File: src/rtl/sdram_burst_scheduler_pkg.sv
`default_nettype none
// ============================================================================
// sdram_burst_scheduler_pkg : state/grant encodings and parameter sanity check
// Revision: 1.0
// ============================================================================
package sdram_burst_scheduler_pkg;

   typedef enum logic [2:0] {
      ST_IDLE     = 3'd0,
      ST_WR_REQ   = 3'd1,
      ST_WR_BURST = 3'd2,
      ST_RD_REQ   = 3'd3,
      ST_RD_BURST = 3'd4
   } sched_state_t;

   typedef enum logic {
      GRANT_WR = 1'b0,
      GRANT_RD = 1'b1
   } grant_t;

   function automatic bit params_ok(input int addr_w, input int fifo_w, input int burst_len,
                                    input int frame_words, input int rd_thresh);
      if (burst_len < 1 || (burst_len & (burst_len - 1)) != 0) return 1'b0;
      if (longint'(burst_len) > (longint'(1) << fifo_w)) return 1'b0;
      if (frame_words < burst_len || (frame_words % burst_len) != 0) return 1'b0;
      if (longint'(frame_words) >= (longint'(1) << addr_w)) return 1'b0;
      if (rd_thresh < 1 || longint'(rd_thresh) > (longint'(1) << fifo_w)) return 1'b0;
      return 1'b1;
   endfunction

endpackage
`default_nettype wire

File: src/rtl/sdram_burst_scheduler_frame_addr_ctr.sv
`default_nettype none
// ============================================================================
// frame_addr_ctr : per-path burst address counter with frame-end flag and deferred load
// Revision: 1.0
// ============================================================================
module frame_addr_ctr #(
   parameter int ADDR_W      = 20,
   parameter int BURST_LEN   = 256,
   parameter int FRAME_WORDS = 307200
) (
   input  logic              clk,
   input  logic              rst_n,
   input  logic              load,
   input  logic              step,
   input  logic              busy_own,
   output logic [ADDR_W-1:0] addr,
   output logic              frame_done
);

   localparam logic [ADDR_W-1:0] c_step      = ADDR_W'(BURST_LEN);
   localparam logic [ADDR_W-1:0] c_frame_end = ADDR_W'(FRAME_WORDS);

   logic              r_pending;
   logic [ADDR_W-1:0] w_next_addr;

   assign w_next_addr = addr + c_step;

   // A load that lands while this path owns the bus is deferred to the burst's completion.
   always_ff @(posedge clk or negedge rst_n) begin
      if (!rst_n) begin
         addr       <= '0;
         frame_done <= 1'b0;
         r_pending  <= 1'b0;
      end else if (load && (!busy_own || step)) begin
         addr       <= '0;
         frame_done <= 1'b0;
         r_pending  <= 1'b0;
      end else if (load) begin
         r_pending  <= 1'b1;
      end else if (step) begin
         if (r_pending) begin
            addr       <= '0;
            frame_done <= 1'b0;
            r_pending  <= 1'b0;
         end else if (w_next_addr == c_frame_end) begin
            addr       <= '0;
            frame_done <= 1'b1;
         end else begin
            addr       <= w_next_addr;
         end
      end
   end

endmodule
`default_nettype wire

File: src/rtl/sdram_burst_scheduler.sv
`default_nettype none
// ============================================================================
// sdram_burst_scheduler : round-robin SDRAM burst arbiter for camera writes / VGA reads
// Revision: 1.0
// ============================================================================
module sdram_burst_scheduler
   import sdram_burst_scheduler_pkg::*;
#(
   parameter int ADDR_W      = 20,
   parameter int FIFO_W      = 10,
   parameter int BURST_LEN   = 256,
   parameter int FRAME_WORDS = 307200,
   parameter int RD_THRESH   = 512
) (
   input  logic              clk,
   input  logic              rst_n,
   input  logic              wr_load,
   input  logic              rd_load,
   input  logic [1:0]        wr_bank,
   input  logic [1:0]        rd_bank,
   input  logic [FIFO_W-1:0] wrf_usedw,
   input  logic [FIFO_W-1:0] rdf_usedw,
   input  logic              rd_enable,
   input  logic              sd_ack,
   input  logic              sd_done,
   output logic              sd_wr_req,
   output logic              sd_rd_req,
   output logic [ADDR_W+1:0] sd_addr,
   output logic              frame_write_done,
   output logic              frame_read_done,
   output logic              busy
);

   generate
      if (!params_ok(ADDR_W, FIFO_W, BURST_LEN, FRAME_WORDS, RD_THRESH)) begin : g_bad_params
         $fatal(1, "sdram_burst_scheduler: illegal parameter combination");
      end
   endgenerate

   localparam logic [FIFO_W:0] c_burst_len = (FIFO_W+1)'(BURST_LEN);
   localparam logic [FIFO_W:0] c_rd_thresh = (FIFO_W+1)'(RD_THRESH);

   sched_state_t      r_state;
   grant_t            r_last_grant;
   logic [ADDR_W-1:0] w_wr_addr;
   logic [ADDR_W-1:0] w_rd_addr;
   logic [ADDR_W-1:0] w_wr_start;
   logic [ADDR_W-1:0] w_rd_start;
   logic              w_wr_elig;
   logic              w_rd_elig;
   logic              w_wr_own;
   logic              w_rd_own;
   logic              w_wr_step;
   logic              w_rd_step;

   assign w_wr_elig = ({1'b0, wrf_usedw} >= c_burst_len) && !frame_write_done;
   assign w_rd_elig = rd_enable && ({1'b0, rdf_usedw} < c_rd_thresh) && !frame_read_done;

   assign w_wr_own  = (r_state == ST_WR_REQ) || (r_state == ST_WR_BURST);
   assign w_rd_own  = (r_state == ST_RD_REQ) || (r_state == ST_RD_BURST);
   assign w_wr_step = ((r_state == ST_WR_REQ) && sd_ack && sd_done) ||
                      ((r_state == ST_WR_BURST) && sd_done);
   assign w_rd_step = ((r_state == ST_RD_REQ) && sd_ack && sd_done) ||
                      ((r_state == ST_RD_BURST) && sd_done);

   // A load in the deciding cycle restarts the frame, so the latched address must already be 0.
   assign w_wr_start = wr_load ? '0 : w_wr_addr;
   assign w_rd_start = rd_load ? '0 : w_rd_addr;

   always_ff @(posedge clk or negedge rst_n) begin
      if (!rst_n) begin
         r_state      <= ST_IDLE;
         r_last_grant <= GRANT_WR;
         sd_wr_req    <= 1'b0;
         sd_rd_req    <= 1'b0;
         sd_addr      <= '0;
         busy         <= 1'b0;
      end else begin
         case (r_state)
            ST_IDLE: begin
               if (w_wr_elig && (!w_rd_elig || r_last_grant == GRANT_RD)) begin
                  r_state   <= ST_WR_REQ;
                  sd_wr_req <= 1'b1;
                  sd_addr   <= {wr_bank, w_wr_start};
                  busy      <= 1'b1;
                  if (w_rd_elig) r_last_grant <= GRANT_WR;
               end else if (w_rd_elig) begin
                  r_state   <= ST_RD_REQ;
                  sd_rd_req <= 1'b1;
                  sd_addr   <= {rd_bank, w_rd_start};
                  busy      <= 1'b1;
                  if (w_wr_elig) r_last_grant <= GRANT_RD;
               end
            end
            ST_WR_REQ: begin
               if (sd_ack) begin
                  sd_wr_req <= 1'b0;
                  if (sd_done) begin
                     r_state <= ST_IDLE;
                     busy    <= 1'b0;
                  end else begin
                     r_state <= ST_WR_BURST;
                  end
               end
            end
            ST_WR_BURST: begin
               if (sd_done) begin
                  r_state <= ST_IDLE;
                  busy    <= 1'b0;
               end
            end
            ST_RD_REQ: begin
               if (sd_ack) begin
                  sd_rd_req <= 1'b0;
                  if (sd_done) begin
                     r_state <= ST_IDLE;
                     busy    <= 1'b0;
                  end else begin
                     r_state <= ST_RD_BURST;
                  end
               end
            end
            ST_RD_BURST: begin
               if (sd_done) begin
                  r_state <= ST_IDLE;
                  busy    <= 1'b0;
               end
            end
            default: begin
               r_state   <= ST_IDLE;
               sd_wr_req <= 1'b0;
               sd_rd_req <= 1'b0;
               busy      <= 1'b0;
            end
         endcase
      end
   end

   frame_addr_ctr #(
      .ADDR_W      (ADDR_W),
      .BURST_LEN   (BURST_LEN),
      .FRAME_WORDS (FRAME_WORDS)
   ) u_wr_ctr (
      .clk        (clk),
      .rst_n      (rst_n),
      .load       (wr_load),
      .step       (w_wr_step),
      .busy_own   (w_wr_own),
      .addr       (w_wr_addr),
      .frame_done (frame_write_done)
   );

   frame_addr_ctr #(
      .ADDR_W      (ADDR_W),
      .BURST_LEN   (BURST_LEN),
      .FRAME_WORDS (FRAME_WORDS)
   ) u_rd_ctr (
      .clk        (clk),
      .rst_n      (rst_n),
      .load       (rd_load),
      .step       (w_rd_step),
      .busy_own   (w_rd_own),
      .addr       (w_rd_addr),
      .frame_done (frame_read_done)
   );

endmodule
`default_nettype wire

File: config.mk
export PLATFORM = sky130hd
export DESIGN_NAME = sdram_burst_scheduler
export DESIGN_NICKNAME = d
export VERILOG_FILES = /design/src/rtl/sdram_burst_scheduler_pkg.sv /design/src/rtl/sdram_burst_scheduler_frame_addr_ctr.sv /design/src/rtl/sdram_burst_scheduler.sv
export SDC_FILE = /design/constraint.sdc
export NUM_CORES = 1
export LEC_CHECK = 0
export ABC_AREA = 1
export ABC_CLOCK_PERIOD_IN_PS = 1950
export CAP_MARGIN = 25
export CORE_MARGIN = 4
export CORE_UTILIZATION = 30
export DETAILED_ROUTE_END_ITERATION = 8
export GPL_TIMING_DRIVEN = 0
export PLACE_DENSITY = 0.52
export SKIP_CTS_REPAIR_TIMING = 1
export SYNTH_ARGS = -nofsm -noshare
export SYNTH_HDL_FRONTEND = slang
export SYNTH_SLANG_ARGS = --single-unit
export TNS_END_PERCENT = 20
File: constraint.sdc
create_clock -name clk -period 1.95 [get_ports clk]
set_clock_uncertainty 0.1 [all_clocks]
set_input_delay 0.4875 -clock clk [delete_from_list [all_inputs] [get_ports clk]]
set_output_delay 0.4875 -clock clk [all_outputs]
set_load 0.02 [all_outputs]
==> impl_results.md, run 1 <==
- Overall routed net length: 8.22 mm
- I/O Buffers: 40
- Number of I/O pins: 58
- Antenna violations before repair: 0
- Status: complete, no violations
- Largest stage delay, worst path: 0.61 ns
- TritonCTS clock tree: yes
- Critical Setup Path Class: register to primary output
- Peak Freq: 527 MHz
- Routed len/inst: 13.4 µm
- Number of nets in the layout: 511
- Top-area cell type share of the netlist area: 0.418
- Detailed placer's ending HPWL: 6.11 mm
- Endpoint class of the critical path: primary output
- Number of antenna diodes: 0
- Transition time at the pin with the least slew margin: 0.446 ns
- Vias in the first global route: 2,743
- Via-per-instance ratio: 4.74
- Finished Core Util: 0.409
- Number of failing setup endpoints in the final timing report: 0
- Commonest non-fill, non-tap cell in the layout: sky130_fd_sc_hd__nand2_1
- Nature of the critical path startpoint: register
- Critical Path Fanout Max: 2
- Synthesis warning total: 0
- Mapped cell area: 3000 µm²
- Worst Slack Setup Final: 0.0521 ns
- Unrepaired setup endpoints after global routing: yes
- Worst slack after detailed placement: -0.544 ns
- Die Footprint: 11,600 µm²
- Clock slew at reported path FFs: 0.10 ns
- Overall power: 4.23 mW
- Leakage dissipation: 1.81 nW
- Number of core rows: 36
- Seq cells post-synth: 50
- CP Cell Sequence: clkdlybuf4s50_1
- DR pass1 iterations: 4
- Global-route congestion overflow total: 0
- Clock root buffer master: sky130_fd_sc_hd__clkbuf_8
- Most frequent cells in the layout: 113 x sky130_fd_sc_hd__nand2_1, 57 x sky130_fd_sc_hd__nand3_1, 46 x sky130_fd_sc_hd__dfrtp_1, 40 x sky130_fd_sc_hd__inv_1, 39 x sky130_fd_sc_hd__nor2_1
- Worst hold path type: input port to asynchronous set/reset pin
- Nets in the synthesized netlist: 446
- Synth area leaders: sky130_fd_sc_hd__dfrtp_1 42%, sky130_fd_sc_hd__nand2_1 15%, sky130_fd_sc_hd__nand3_1 9.7%
- Count of H-tree levels built during CTS: 2
- Worst path required time: 1.36 ns
- Die height: 108 µm
- CP delay by family, top: buffers and inverters
- Total routing resource utilization after global routing: 0.140
- Via count: 2,898
- Part of the Yosys area used for sequential elements: 0.418
- Total power per unit cell area: 1060 nW/µm²
- DRC viols: 0
- Largest net degree at the start of global routing: 35
- Library cell with the largest summed area after synthesis: sky130_fd_sc_hd__dfrtp_1
- Maximum vdd drop: 596 µV
- Routability congestion estimate: 0.895
- Slowest stage cell, crit path: sky130_fd_sc_hd__clkdlybuf4s50_1
- Clock insertion delay at the later pin of the skew report: 0.31 ns
- Final-report hold violation count: 0
- Cell Count Post-Placement: 586
- Number of buffers added by the clock tree synthesis step: 5
- Synthesized instance count: 412
- Die Span X: 108 µm
- Max Root-Sink Buffers: 2
- Post-synthesis area per instance: 7.27 µm²
- Non-filler cells, final: 611
- Fin crit share: 0.973
- WP buf/inv: 1
- Slew Limit Fails: 0
- Number of max-capacitance violations reported: 0
- Arrival time of data at the critical path endpoint: 1.31 ns
- Shortest period the worst path allows: 1.90 ns
- Wire length of the first global-routing pass: 13.2 mm
- Share of layout cells above drive strength 1: 0.186
- Normalized max-slew margin: 0.702
- Filler cells: 1,023
- Clock sink total: 50
- Initial DRC Count: 161
- Effective utilization at floorplan: 0.308
- Area delta synth->final: 32.7%
- Number of distinct library cells after synthesis: 32
- Core footprint: 9730 µm²
- Detail Route Antenna Nets: 0
[area by class of cell]
class | instances | area [µm²] | area share
sequential | 50 | 1260 | 0.316
tap | 133 | 166 | 0.0419
clock buffer | 6 | 72.6 | 0.0183
inverter | 44 | 168 | 0.0422
clock inverter | 2 | 37.5 | 0.00944
timing repair buffer | 58 | 577 | 0.145
multi-input combinational | 302 | 1560 | 0.393
buffer | 16 | 135 | 0.0340
[metrics by stage]
| stage | hold slack [ns] | TNS [ns] | cell area [µm²] |
|---|---|---|---|
| after global routing | 0.0406 | -0.807 | 3980 |
| after floorplan | 0.0919 | 0 | 3000 |
| after global placement | 0.376 | -79.71 | 3560 |
| after detailed placement | 0.355 | -11.74 | 3580 |
| after CTS | 0.0172 | -4.63 | 3690 |
| final | 0.0105 | 0 | 3980 |
[synth_stat cells, drive strengths merged]
cell	n
xnor2	1
nand4	6
nand3	61
nand3b	3
xor2	1
nand2	119
nor2	54
inv	44
dfrtp	50
a31oi	14
o21bai	2
o31ai	1
nor3	4
a21oi	8
o22ai	3
o21ai	21
buf	14
ha	3
clkbuf	2
and2	1
[path summary, 6_finish.rpt]
| kind | startpoint | end | slack [ns] | cells after the start |
|---|---|---|---|---|
| worst max-delay path | sd_addr[19] | sd_addr[19] | 0.05 | 1 |
| worst min-delay path | rst_n | u_wr_ctr.addr[11] | 0.01 | 1 |
| worst max register to register | u_wr_ctr.addr[8] | u_wr_ctr.addr[13] | 0.12 | 10 |
| worst min register to register | sd_addr[20] | sd_addr[20] | 0.40 | 2 |
| max in group asynchronous | rst_n | sd_addr[7] | 1.21 | 2 |
| min in group clk | sd_addr[20] | sd_addr[20] | 0.40 | 2 |
[kinds of logic after synthesis]
kind of cell / share of synthesized area
AOI/OAI and AO/OA: 0.0990
xor gates and xnor gates: 0.00836
adders and majority gates: 0.0125
buffers and inverters: 0.0902
DFF: 0.418
and+or+nand+nor: 0.372
[report_power, final]
| group | internal (mW) | leakage (nW) | switching, mW | total (mW) |
|---|---|---|---|---|
| Clock | 0.383 | 0.0514 | 0.358 | 0.741 |
| Combinational | 0.909 | 1.10 | 1.10 | 2.01 |
| Sequential | 1.29 | 0.653 | 0.190 | 1.48 |
[per-layer routing]
metal,vias to the layer above,track usage,share of wire
met5,-,0,0
met4,0,0.0343,0.013
met3,8,0.0240,0.058
met2,84,0.232,0.47
met1,1333,0.192,0.46
li1,1473,-,-
[flip-flops by register name, indices dropped and copies added, names as in the netlist]
register             cells
u_wr_ctr.r_pending       1
u_rd_ctr.addr           12
u_rd_ctr.r_pending       1
u_wr_ctr.addr           12
sd_wr_req                1
sd_rd_req                1
busy                     1
u_wr_ctr.frame_done      1
sd_addr                 15
r_last_grant             1
u_rd_ctr.frame_done      1
r_state                  3
Power figures use the tool's default switching activity.
==> run 2, diff against run 1 <==
Settings changed: SLEW_MARGIN set to 20.
==> run 2 against run 1 <==
Net effect: wire length grew 0.12%; worst setup slack lost 0.037 ns; combinational power shrank 10%; largest power group unchanged; utilization shrank 0.71 points; first-iteration DRC count grew 14%; total power shrank 4.5%; sequential power is essentially flat.
==> impl_results.md, run 2 (same netlist as run 1, synthesis figures left out) <==
- DR pass1 iterations: 4 (unchanged)
- Detail Route Antenna Nets: 0 (unchanged)
- Clock insertion delay at the later pin of the skew report: 0.31 ns (about the same)
- Initial DRC Count: 183 (+14%)
- Via count: 2,912 (+0.48%)
- Clock slew at reported path FFs: 0.09 ns (about the same)
- Largest net degree at the start of global routing: 51 (+46%)
- Area delta synth->final: 30.5%
- Vias in the first global route: 2,738 (-0.18%)
- Number of failing setup endpoints in the final timing report: 0 (unchanged)
- Worst hold path type: input port to asynchronous set/reset pin
- Final-report hold violation count: 0 (unchanged)
- Core footprint: 9730 µm² (unchanged)
- Shortest period the worst path allows: 1.93 ns (+0.0370 ns)
- Die Footprint: 11,600 µm² (unchanged)
- Global-route congestion overflow total: 0 (unchanged)
- Routability congestion estimate: 0.895 (unchanged)
- Leading registers by flop count: sd_addr (15), u_rd_ctr.addr (12), u_wr_ctr.addr (12)
- Status: complete, no violations
- Fin crit share: 0.992 (+0.0190)
- Critical Path Fanout Max: 5 (+3)
- Worst path required time: 2.07 ns (+0.71 ns)
- Number of max-capacitance violations reported: 0 (unchanged)
- Post-route worst hold slack: 0.102 ns (+0.0916 ns)
- Routed len/inst: 13.5 µm (+0.12%)
- Number of I/O pins: 58 (unchanged)
- Clock sink total: 50 (unchanged)
- Filler cells: 1,038 (+1.5%)
- Die height: 108 µm (unchanged)
- Critical Setup Path Class: input port to register
- Effective utilization at floorplan: 0.308 (unchanged)
- Overall power: 4.04 mW (-4.5%)
- Most frequent cells in the layout: 112 x sky130_fd_sc_hd__nand2_1, 57 x sky130_fd_sc_hd__nand3_1, 46 x sky130_fd_sc_hd__dfrtp_1, 40 x sky130_fd_sc_hd__nor2_1, 39 x sky130_fd_sc_hd__inv_1
- Number of antenna diodes: 0 (unchanged)
- Max Root-Sink Buffers: 2 (unchanged)
- Overall routed net length: 8.23 mm (+0.12%)
- Total power per unit cell area: 1030 nW/µm² (-2.9%)
- Number of nets in the layout: 511 (unchanged)
- Depth of the most critical reg-to-reg path: 10 (unchanged)
- Transition time at the pin with the least slew margin: 0.655 ns (+0.208 ns)
- Count of H-tree levels built during CTS: 2 (unchanged)
- Nature of the critical path startpoint: input port
- Normalized max-slew margin: 0.564 (-0.139)
- Detailed placer's ending HPWL: 5.98 mm (-2.1%)
- TritonCTS clock tree: yes
- Wire length of the first global-routing pass: 13.3 mm (+0.42%)
- Register ranked first by flip-flop count: sd_addr
- Slew Limit Fails: 0 (unchanged)
- Peak Freq: 517 MHz (-1.9%)
- Number of buffers added by the clock tree synthesis step: 5 (unchanged)
- Number of flip-flops in the largest register: 15 (unchanged)
- Maximum vdd drop: 568 µV (-4.7%)
- Endpoint class of the critical path: register
- Share of layout cells above drive strength 1: 0.186 (unchanged)
- I/O Buffers: 40 (unchanged)
- Worst R2R End: u_wr_ctr.addr[13]
- R2R setup slack: 0.12 ns (about the same)
- Leakage dissipation: 1.79 nW (-1.1%)
- Via-per-instance ratio: 4.77 (+0.48%)
- Unrepaired setup endpoints after global routing: yes
- Start of the worst register-to-register path: u_wr_ctr.addr[9]
- Start point of the critical path: wrf_usedw[9]
- Arrival time of data at the critical path endpoint: 2.06 ns (+0.75 ns)
- Total negative slack: 0 ns (unchanged)
- Total routing resource utilization after global routing: 0.140 (about the same)
- DRC viols: 0 (unchanged)
- Clock root buffer master: sky130_fd_sc_hd__clkbuf_8
- Die Span X: 108 µm (unchanged)
- Antenna violations before repair: 0 (unchanged)
- Number of core rows: 36 (unchanged)
- Commonest non-fill, non-tap cell in the layout: sky130_fd_sc_hd__nand2_1
## run 2: cell count changes in the layout (fill, tap and decap cells not counted), moves of 2 or more
cell / change
sky130_fd_sc_hd__buf_12: -2
sky130_fd_sc_hd__a31oi_4: -2
sky130_fd_sc_hd__a31oi_1: +2
sky130_fd_sc_hd__buf_4: +4
sky130_fd_sc_hd__buf_6: +2
sky130_fd_sc_hd__buf_8: -3
## run 2: metal layers
| metal | part of all wire | GRT usage | wire length (µm) | vias to the layer above |
|---|---|---|---|---|
| li1 | - | - | - | 1473 |
| met3 | 0.042 | 0.0234 | 345 | 6 |
| met4 | 0.0092 | 0.0325 | 76 | 0 |
| met1 | 0.47 | 0.192 | 3880 | 1366 |
| met5 | 0 | 0 | 0 | - |
| met2 | 0.48 | 0.233 | 3920 | 67 |
## run 2: how the worst max path moves through the flow
| stage | cells past startpoint | to |
|---|---|---|
| 6_report | 9 | sd_addr[9] |
| 5_1_grt | 10 | u_rd_ctr.addr[14] |
| 4_1_cts | 2 | sd_addr[7] |
| 3_5_place_dp | 7 | sd_addr[16] |
| 3_3_place_gp | 1 | u_rd_ctr.addr[11] |
| 2_1_floorplan | 12 | u_rd_ctr.addr[12] |
## run 2: worst max-delay path, stage by stage
cell and delay [ns]:
sky130_fd_sc_hd__clkdlybuf4s50_1 0.47, sky130_fd_sc_hd__nor2_2 0.05, sky130_fd_sc_hd__nor2_4 0.15, sky130_fd_sc_hd__o21ai_4 0.09, sky130_fd_sc_hd__buf_6 0.13, sky130_fd_sc_hd__a21oi_4 0.23, sky130_fd_sc_hd__buf_2 0.23, sky130_fd_sc_hd__nor2_1 0.06
sky130_fd_sc_hd__a31oi_1 0.15
## run 2: stage by stage
step	utilization	setup WS, ns	cell area (µm²)	cells
5_1_grt	0.402	-0.0476	3910	611
3_3_place_gp	0.366	-1.37	3560	585
2_1_floorplan	-	0.243	3000	412
6_report	0.402	0.0152	3910	611
4_1_cts	0.377	-0.228	3670	593
3_5_place_dp	0.366	-0.552	3560	585
## run 2: where the power goes
part / total (mW) / switching [mW] / internal, mW
registers: 1.48 / 0.192 / 1.29
logic: 1.81 / 1.06 / 0.747
clock network: 0.754 / 0.371 / 0.384
total: 4.04 / 1.62 / 2.42
## run 2: cell type report
class,count,area [µm²],area share
Multi-Input combinational cell,303,1560,0.399
Sequential cell,50,1260,0.321
Timing Repair Buffer,57,522,0.134
Inverter,44,168,0.0429
Tap cell,133,166,0.0426
Buffer,16,128,0.0327
Clock buffer,6,72.6,0.0186
Clock inverter,2,37.5,0.00961
